File: config.mk
export PLATFORM = sky130hd
export DESIGN_NAME = imem_loader_flat
export DESIGN_NICKNAME = d
export VERILOG_FILES = /design/src/rtl/imem_loader_pkg.sv /design/src/rtl/imem_loader_if.sv /design/src/rtl/imem_loader.sv /design/src/flat_wrapper.sv
export SDC_FILE = /design/constraint.sdc
export NUM_CORES = 1
export LEC_CHECK = 0
export CAP_MARGIN = 20
export CORE_MARGIN = 2
export CORE_UTILIZATION = 40
export DETAILED_ROUTE_END_ITERATION = 8
export PLACE_DENSITY = 0.68
export SLEW_MARGIN = 20
export SYNTH_ARGS = -nofsm -noshare
export SYNTH_HDL_FRONTEND = slang
export SYNTH_SLANG_ARGS = --single-unit
export TNS_END_PERCENT = 100
File: constraint.sdc
create_clock -name clk -period 5.7 [get_ports clk]
set_clock_uncertainty 0.1 [all_clocks]
set_input_delay 1.14 -clock clk [delete_from_list [all_inputs] [get_ports clk]]
set_output_delay 1.14 -clock clk [all_outputs]
set_load 0.05 [all_outputs]
File: src/rtl/imem_loader_pkg.sv
// imem_loader_pkg: shared state encoding and default widths/marker for the program loader
package imem_loader_pkg;
  localparam int AW_DEF = 8;
  localparam int DW_DEF = 8;
  localparam logic [7:0] SYNC_DEF = 8'hA5;
  typedef enum logic [2:0] {IDLE, ADDR, LEN, DATA, CSUM, FIN} state_t;
endpackage

File: src/rtl/imem_loader_if.sv
// imem_loader_if: byte stream handshake (in_data/in_valid from host, in_ready from loader)
//   master: host/UART byte source, slave: loader
interface imem_loader_if import imem_loader_pkg::*; #(parameter int DW = DW_DEF);
  logic [DW-1:0] in_data;
  logic in_valid;
  logic in_ready;
  modport master(output in_data, in_valid, input in_ready);
  modport slave(input in_data, in_valid, output in_ready);
endinterface

File: src/rtl/imem_loader.sv
// imem_loader: parses SYNC/addr/len/payload/checksum frames and writes the payload to instruction memory
//   clk, rst (async, active-low); s: byte stream slave; abort: sync frame drop
//   mem_we/mem_waddr/mem_din: registered memory write port; cpu_hold: CPU held in reset while loading
//   busy: frame in progress; done: one-cycle good-frame pulse; err: sticky bad checksum
module imem_loader import imem_loader_pkg::*; #(
  parameter int AW = AW_DEF,
  parameter int DW = DW_DEF,
  parameter logic [DW-1:0] SYNC_BYTE = DW'(SYNC_DEF)
) (
  input  logic          clk,
  input  logic          rst,
  imem_loader_if.slave  s,
  input  logic          abort,
  output logic          mem_we,
  output logic [AW-1:0] mem_waddr,
  output logic [DW-1:0] mem_din,
  output logic          cpu_hold,
  output logic          busy,
  output logic          done,
  output logic          err
);
  state_t state, nxt;
  logic [AW-1:0] addr, count;
  logic [DW-1:0] sum;
  logic acc, last;
  // ready is forced low while reset is asserted, and during the FIN turnaround cycle
  assign s.in_ready = rst & (state != FIN);
  assign acc = s.in_valid & s.in_ready;
  // a loaded length of 0 decrements through all 2**AW values before reaching 1
  assign last = count == AW'(1);
  assign busy = state != IDLE;
  always_ff @(posedge clk or negedge rst)
    if (!rst) state <= IDLE;
    else state <= nxt;
  always_comb begin
    nxt = state;
    if (abort) nxt = IDLE;
    else case (state)
      IDLE: nxt = (acc && s.in_data == SYNC_BYTE) ? ADDR : IDLE;
      ADDR: nxt = acc ? LEN : ADDR;
      LEN:  nxt = acc ? DATA : LEN;
      DATA: nxt = (acc && last) ? CSUM : DATA;
      CSUM: nxt = acc ? FIN : CSUM;
      default: nxt = IDLE;
    endcase
  end
  always_ff @(posedge clk or negedge rst)
    if (!rst) begin
      mem_we <= 1'b0;
      mem_waddr <= '0;
      mem_din <= '0;
      cpu_hold <= 1'b0;
      done <= 1'b0;
      err <= 1'b0;
      addr <= '0;
      count <= '0;
      sum <= '0;
    end else begin
      mem_we <= 1'b0;
      done <= 1'b0;
      if (abort) cpu_hold <= 1'b0;
      else if (acc) case (state)
        IDLE: if (s.in_data == SYNC_BYTE) begin
          cpu_hold <= 1'b1;
          err <= 1'b0;
          sum <= '0;
        end
        ADDR: addr <= AW'(s.in_data);
        LEN: count <= AW'(s.in_data);
        DATA: begin
          mem_we <= 1'b1;
          mem_waddr <= addr;
          mem_din <= s.in_data;
          addr <= addr + 1'b1;
          sum <= sum + s.in_data;
          count <= count - 1'b1;
        end
        CSUM: if (s.in_data == sum) begin
          done <= 1'b1;
          cpu_hold <= 1'b0;
        end else err <= 1'b1;
        default: ;
      endcase
    end
endmodule

File: src/flat_wrapper.sv
// flat-port wrapper written by rule: the top's interface ports become plain ports
module imem_loader_flat import imem_loader_pkg::*;
#(
  parameter int AW = AW_DEF,
  parameter int DW = DW_DEF,
  parameter logic [DW-1:0] SYNC_BYTE = DW'(SYNC_DEF)
)
  (clk, rst, abort, mem_we, mem_waddr, mem_din, cpu_hold, busy, done, err, s_in_data, s_in_valid, s_in_ready);
  imem_loader_if #(.DW(DW)) s_i ();
  input  logic clk;
  input  logic rst;
  input  logic abort;
  output logic mem_we;
  output logic [AW-1:0] mem_waddr;
  output logic [DW-1:0] mem_din;
  output logic cpu_hold;
  output logic busy;
  output logic done;
  output logic err;
  input wire logic [$bits(s_i.in_data)-1:0] s_in_data;
  input wire logic [$bits(s_i.in_valid)-1:0] s_in_valid;
  output wire logic [$bits(s_i.in_ready)-1:0] s_in_ready;
  assign s_i.in_data = s_in_data;
  assign s_i.in_valid = s_in_valid;
  assign s_in_ready = s_i.in_ready;
  imem_loader #(.AW(AW), .DW(DW), .SYNC_BYTE(SYNC_BYTE)) u_core (.clk(clk), .rst(rst), .s(s_i), .abort(abort), .mem_we(mem_we), .mem_waddr(mem_waddr), .mem_din(mem_din), .cpu_hold(cpu_hold), .busy(busy), .done(done), .err(err));
endmodule
After elaboration in Yosys (flattened, before gate mapping)
Index checks and enable logic that the tools add are counted.
{ "totals": {"ff_bits": 47, "latch_bits": 0, "ramBits": 0, "mem_bits_ro": 0, "inputBits": 12, "output_inout_bits": 22, "elab_cells": 70, "n_memories": 0} }
{ "classes": {"n_addsub": 3, "mul": 0, "div": 0, "n_lt_le_gt_ge": 0, "n_eq_ne": 12, "n_shift": 0, "mux": 26, "bitwise_logic": 3, "n_reduce_logical": 16} }
{ "ops": {"columns": ["cell", "n"], "rows": [
  ["case mux 8 bit (2 select lines)", 3],
  ["2-to-1 mux 1 bit", 16],
  ["case mux 3 bit (5 select lines)", 1],
  ["nonzero test 2 bit", 5],
  ["AND reduction 3 bit", 3],
  ["adder 8 x 1 -> 8 bit, second input constant", 1],
  ["adder 8 bit", 1],
  ["equality test 8 x 1 -> 1 bit, second input constant", 1],
  ["equality test 8 bit", 1],
  ["equality test 8 bit, second input constant", 1],
  ["2-to-1 mux 8 bit", 1],
  ["AND reduction 4 bit", 2],
  ["subtractor 8 x 1 -> 8 bit, second input constant", 1],
  ["equality test 3 x 2 -> 1 bit, second input constant", 2],
  ["2-to-1 mux 3 bit", 2],
  ["!= test 3 x 2 -> 1 bit, second input constant", 2],
  ["nonzero test 3 bit", 2],
  ["AND reduction 5 bit", 1],
  ["case mux 1 bit (2 select lines)", 2],
  ["equality test 3 x 1 -> 1 bit, second input constant", 1],
  ["equality test 3 bit, second input constant", 1],
  ["logical NOT 3 bit", 1],
  ["!= test 3 bit, second input constant", 1],
  ["bitwise AND 1 bit", 2],
  ["5 further kinds", 6]
]} }

Logic depth before layout (Yosys ltp)
{ "depth": {"depth_word": 7, "ltp_mapped": 7, "mapped_depth_nobuf": 7} }

Least setup slack after synthesis
OpenSTA, ideal clock, no wires.
{ "synth_path": {"kind": "input to output", "startpoint": "input rst", "endpoint": "output s_in_ready", "t_arrival_ps": 2279, "t_required_ps": 4460, "slack_ps": 2181, "cell_stages": 1, "n_path_buf": 0, "path_cell_list": "a21boi_0"} }
{ "synth_between": {"elab_chain_len": 1} }
{ "synth_lines": {"columns": ["element", "line_no", "rtl"], "rows": [
  ["start, declared", "flat_wrapper.sv:11", "input logic rst;"],
  ["bitwise AND 1 bit", "imem_loader.sv:27", "assign s.in_ready = rst & (state != FIN);"],
  ["end, declared", "flat_wrapper.sv:22", "output wire logic [$bits(s_i.in_ready)-1:0] s_in_ready;"]
]} }
Every way passes these cells.

Final worst setup path
Ends and elaborated chain as after synthesis.

==> summary.txt <==
OUTCOME
----------------------------------------------------------------------------------------------------
Outcome ............................................................................... finished, final reports clean

GRT
----------------------------------------------------------------------------------------------------
Antenna violations before repair ......................................................            0
Vias in the first global route ........................................................         1954
First-pass GRT wire length ............................................................      9.88 mm
Maximum number of pins on one net before global-route repair ..........................           50
Overall routing resource usage ........................................................        0.170
Residual overflow from global routing .................................................            0

WORST HOLD PATH
----------------------------------------------------------------------------------------------------
Path class of the lowest-slack min-delay path ......................................... register to register
Hold-critical path depth ..............................................................            2

SETUP PATH
----------------------------------------------------------------------------------------------------
End of the critical path ..............................................................   s_in_ready
Data required time at the worst endpoint ..............................................      4.46 ns
Reg-to-reg endpoint ................................................................... u_core.mem_waddr[1]$_DFFE_PN0P_
Critical path start-end classification ................................................ input pin to primary output
Worst reg2reg path startpoint ......................................................... u_core.state[0]$_DFF_PN0_
Setup crit start ......................................................................          rst
CP max FO .............................................................................            2
Worst Setup Start Kind ................................................................    input pin
Reg2Reg Depth .........................................................................            4
Setup crit end kind ................................................................... primary output
Arrival time at the worst endpoint ....................................................      2.28 ns
Setup slack of the most critical reg-to-reg path ......................................      3.26 ns

STA
----------------------------------------------------------------------------------------------------
Fin Setup TNS .........................................................................         0 ns
Hold Fails Final Rpt ..................................................................            0
Final critical path time including I/O delays and setup ...............................      3.52 ns
Final Setup Violations ................................................................            0
Max-slew headroom at the worst pin ....................................................        0.392
Transition time of the tightest slew-check pin ........................................     0.908 ns
Peak Freq .............................................................................      284 MHz
Slew Viols, Final .....................................................................            0
Final worst-path cycle share ..........................................................        0.618
Unrepaired setup endpoints after global routing .......................................        false

PLACEMENT
----------------------------------------------------------------------------------------------------
Count of buffers inserted at the top-level ports ......................................           33
Post-Place Cell Area ..................................................................   2980 sq um
Placed wire-length estimate ...........................................................      3.88 mm
Cells after DPL .......................................................................          355
Final RePlAce weighted congestion .....................................................        0.821

POWER
----------------------------------------------------------------------------------------------------
Pleak .................................................................................      1.39 nW
Worst VDD drop ........................................................................   0.000115 V
Power after layout ....................................................................   0.000683 W
Areal power density over the cells ....................................................  219 nW/um^2

SYNTH
----------------------------------------------------------------------------------------------------
Gate count after technology mapping ...................................................          256
Share of flip-flops with an asynchronous set or reset after synthesis .................         1.00
Total nets after synthesis ............................................................          279
Number of register bits inferred by synthesis .........................................           47
Post-synthesis cell type with the largest combined area ............................... sky130_fd_sc_hd__dfrtp_1
Sequential fraction of the synthesis area .............................................        0.445
Number of library cell types mapped by synthesis ......................................           56
Leading register cell type out of synthesis ........................................... sky130_fd_sc_hd__dfrtp_1
Yosys top cell area share .............................................................        0.445
Number of flops mapped to enable cells by yosys .......................................            0
Per-instance average area after synthesis .............................................   10.3 sq um
Main area contributors after synthesis ................................................ sky130_fd_sc_hd__dfrtp_1 (44%), sky130_fd_sc_hd__mux2_4 (5.7%), sky130_fd_sc_hd__ha_1 (4.7%)
Synth Cell Area .......................................................................   2650 sq um
Number of warnings reported in the yosys synthesis log ................................            0

ROUTE
----------------------------------------------------------------------------------------------------
Detail Route Antenna Nets .............................................................            0
Number of detailed-route iterations in the first pass .................................            4
Iter 0 DRT Violations .................................................................          140
WL final ..............................................................................      5.69 mm
Via total after detailed routing ......................................................         2045
Remaining routing DRC violations ......................................................            0
Number of vias per cell ...............................................................         5.63
Routed wirelength normalized by instance count ........................................ 15.7 microns

FINISH
----------------------------------------------------------------------------------------------------
Highest-count cells in the layout ignoring fill and taps .............................. sky130_fd_sc_hd__dfrtp_1 (47), sky130_fd_sc_hd__clkdlybuf4s50_1 (32), sky130_fd_sc_hd__a21oi_1 (22), sky130_fd_sc_hd__o21ai_0 (22), sky130_fd_sc_hd__nand2_1 (21)
Number of antenna repair diodes .......................................................            0
Fraction of layout instances using a drive strength above 1 ...........................        0.122
Synthesis-to-finish area growth .......................................................        17.9%
Filler cell count .....................................................................          587
Core utilization of the finished layout ...............................................        0.488
Fin cells .............................................................................          363
Area of all placed cells without fillers ..............................................   3120 sq um
Fin nets ..............................................................................          308
Most common cell after layout, fill and taps aside .................................... sky130_fd_sc_hd__dfrtp_1

RUN
----------------------------------------------------------------------------------------------------
Number of max-cap violations ..........................................................            0

CTS
----------------------------------------------------------------------------------------------------
Insertion delay of the later-clocked pin in the worst-skew pair .......................      0.30 ns
Root buffer selected by CTS ........................................................... sky130_fd_sc_hd__clkbuf_8
PostCTS Resize Cnt ....................................................................            0
Post-CTS Repair Setup Buffers .........................................................            0
Clock buffer count from CTS ...........................................................            5
TritonCTS clock tree ..................................................................        built
Deepest level of the CTS H-tree .......................................................            2
Buffers from clock root to sink, at most ..............................................            2
Post-CTS Hold Fix Bufs ................................................................            0
CTS sink count ........................................................................           47
Clock-pin slew reported for the worst setup and hold paths after clock tree synthesis .      0.09 ns

DIE
----------------------------------------------------------------------------------------------------
Placeable core region .................................................................   6390 sq um
Core Rows .............................................................................           29
Die Width ............................................................................. 85.3 microns
Floorplan die area ....................................................................   7280 sq um
Number of I/O pins ....................................................................           34
Floorplan die height .................................................................. 85.3 microns
Starting density of the core ..........................................................        0.414

## state kept, by name (all words and copies together) (netlist names)
| name | flops |
|---|---|
| u_core.cpu_hold | 1 |
| u_core.mem_waddr | 8 |
| u_core.state | 3 |
| u_core.count | 8 |
| u_core.mem_we | 1 |
| u_core.done | 1 |
| u_core.err | 1 |
| u_core.mem_din | 8 |
| u_core.addr | 8 |
| u_core.sum | 8 |
## per-stage QoR
stage / setup slack (ns) / hold WS [ns]
2_1_floorplan: 2.18 / 0.353
3_5_place_dp: 2.06 / 0.374
6_report: 2.18 / 0.391
5_1_grt: 2.13 / 0.430
3_3_place_gp: 2.11 / 0.372
4_1_cts: 2.15 / 0.395
## cell families (layout without fill, tap and decap cells)
logic type               after synthesis  count (layout)  share of synthesized area
AO/OA/AOI/OAI                         82              82                      0.197
AND/OR/NAND/NOR                       78              78                      0.160
flip-flops                            47              47                      0.445
multiplexers                          17              17                     0.0861
buffers and inverters                 16              46                     0.0402
adder cells (fa/ha/maj)               11              11                     0.0549
XOR/XNOR                               5               5                     0.0166
## report_power, final
| group | leakage (nW) | switching [W] | internal [W] |
|---|---|---|---|
| clock | 0.0644 | 0.000118 | 0.000175 |
| combinational | 0.681 | 0.0000290 | 0.0000192 |
| sequential | 0.649 | 0.00000485 | 0.000337 |
| total | 1.39 | 0.000152 | 0.000531 |
## worst max-delay path: stages
cell	delay (ns)
sky130_fd_sc_hd__buf_2	0.11
sky130_fd_sc_hd__a21boi_0	0.20
sky130_fd_sc_hd__clkdlybuf4s50_1	0.83
## worst min path at each step
stage / slack (ns) / startpoint / to
after global routing: 0.43 / u_core.sum[5]$_DFFE_PN0P_ / u_core.sum[5]$_DFFE_PN0P_
after floorplan: 0.35 / u_core.sum[4]$_DFFE_PN0P_ / u_core.sum[4]$_DFFE_PN0P_
after global placement: 0.37 / u_core.sum[4]$_DFFE_PN0P_ / u_core.sum[4]$_DFFE_PN0P_
final: 0.39 / u_core.sum[4]$_DFFE_PN0P_ / u_core.sum[4]$_DFFE_PN0P_
after detailed placement: 0.37 / u_core.sum[4]$_DFFE_PN0P_ / u_core.sum[4]$_DFFE_PN0P_
after CTS: 0.40 / u_core.sum[4]$_DFFE_PN0P_ / u_core.sum[4]$_DFFE_PN0P_
## final cells by class
type                            count  area (sq um)  share of cell area
Clock buffer                        5          68.8              0.0221
Clock inverter                      3          67.6              0.0217
Inverter                            4          15.0             0.00481
Multi-Input combinational cell    193          1360               0.437
Sequential cell                    47          1180               0.377
Tap cell                           77          96.3              0.0309
Timing Repair Buffer               34           333               0.107
## Yosys cell counts (all sizes together) (2+ instances only)
cell     number
o21ai        23
a211oi        3
or3           2
and2          2
o22ai         3
nor3          8
inv           4
o31ai         3
nor4          2
a22o          6
xnor2         3
a22oi         7
nand4         2
or2           2
nor2b         3
clkbuf        5
nand3         5
and3          2
nor2         20
nand2        23
a21boi        3
xor2          2
a21oi        23
dfrtp        47
nand4bb       2
buf           7
mux2         16
a31oi         2
ha           10
## layer usage
metal  share of wire  track usage
met4          0.0060       0.0447
met5               0            0
met1            0.49        0.249
met2            0.46        0.252
met3           0.044       0.0418
No activity file was read; power rests on OpenSTA's default activity.
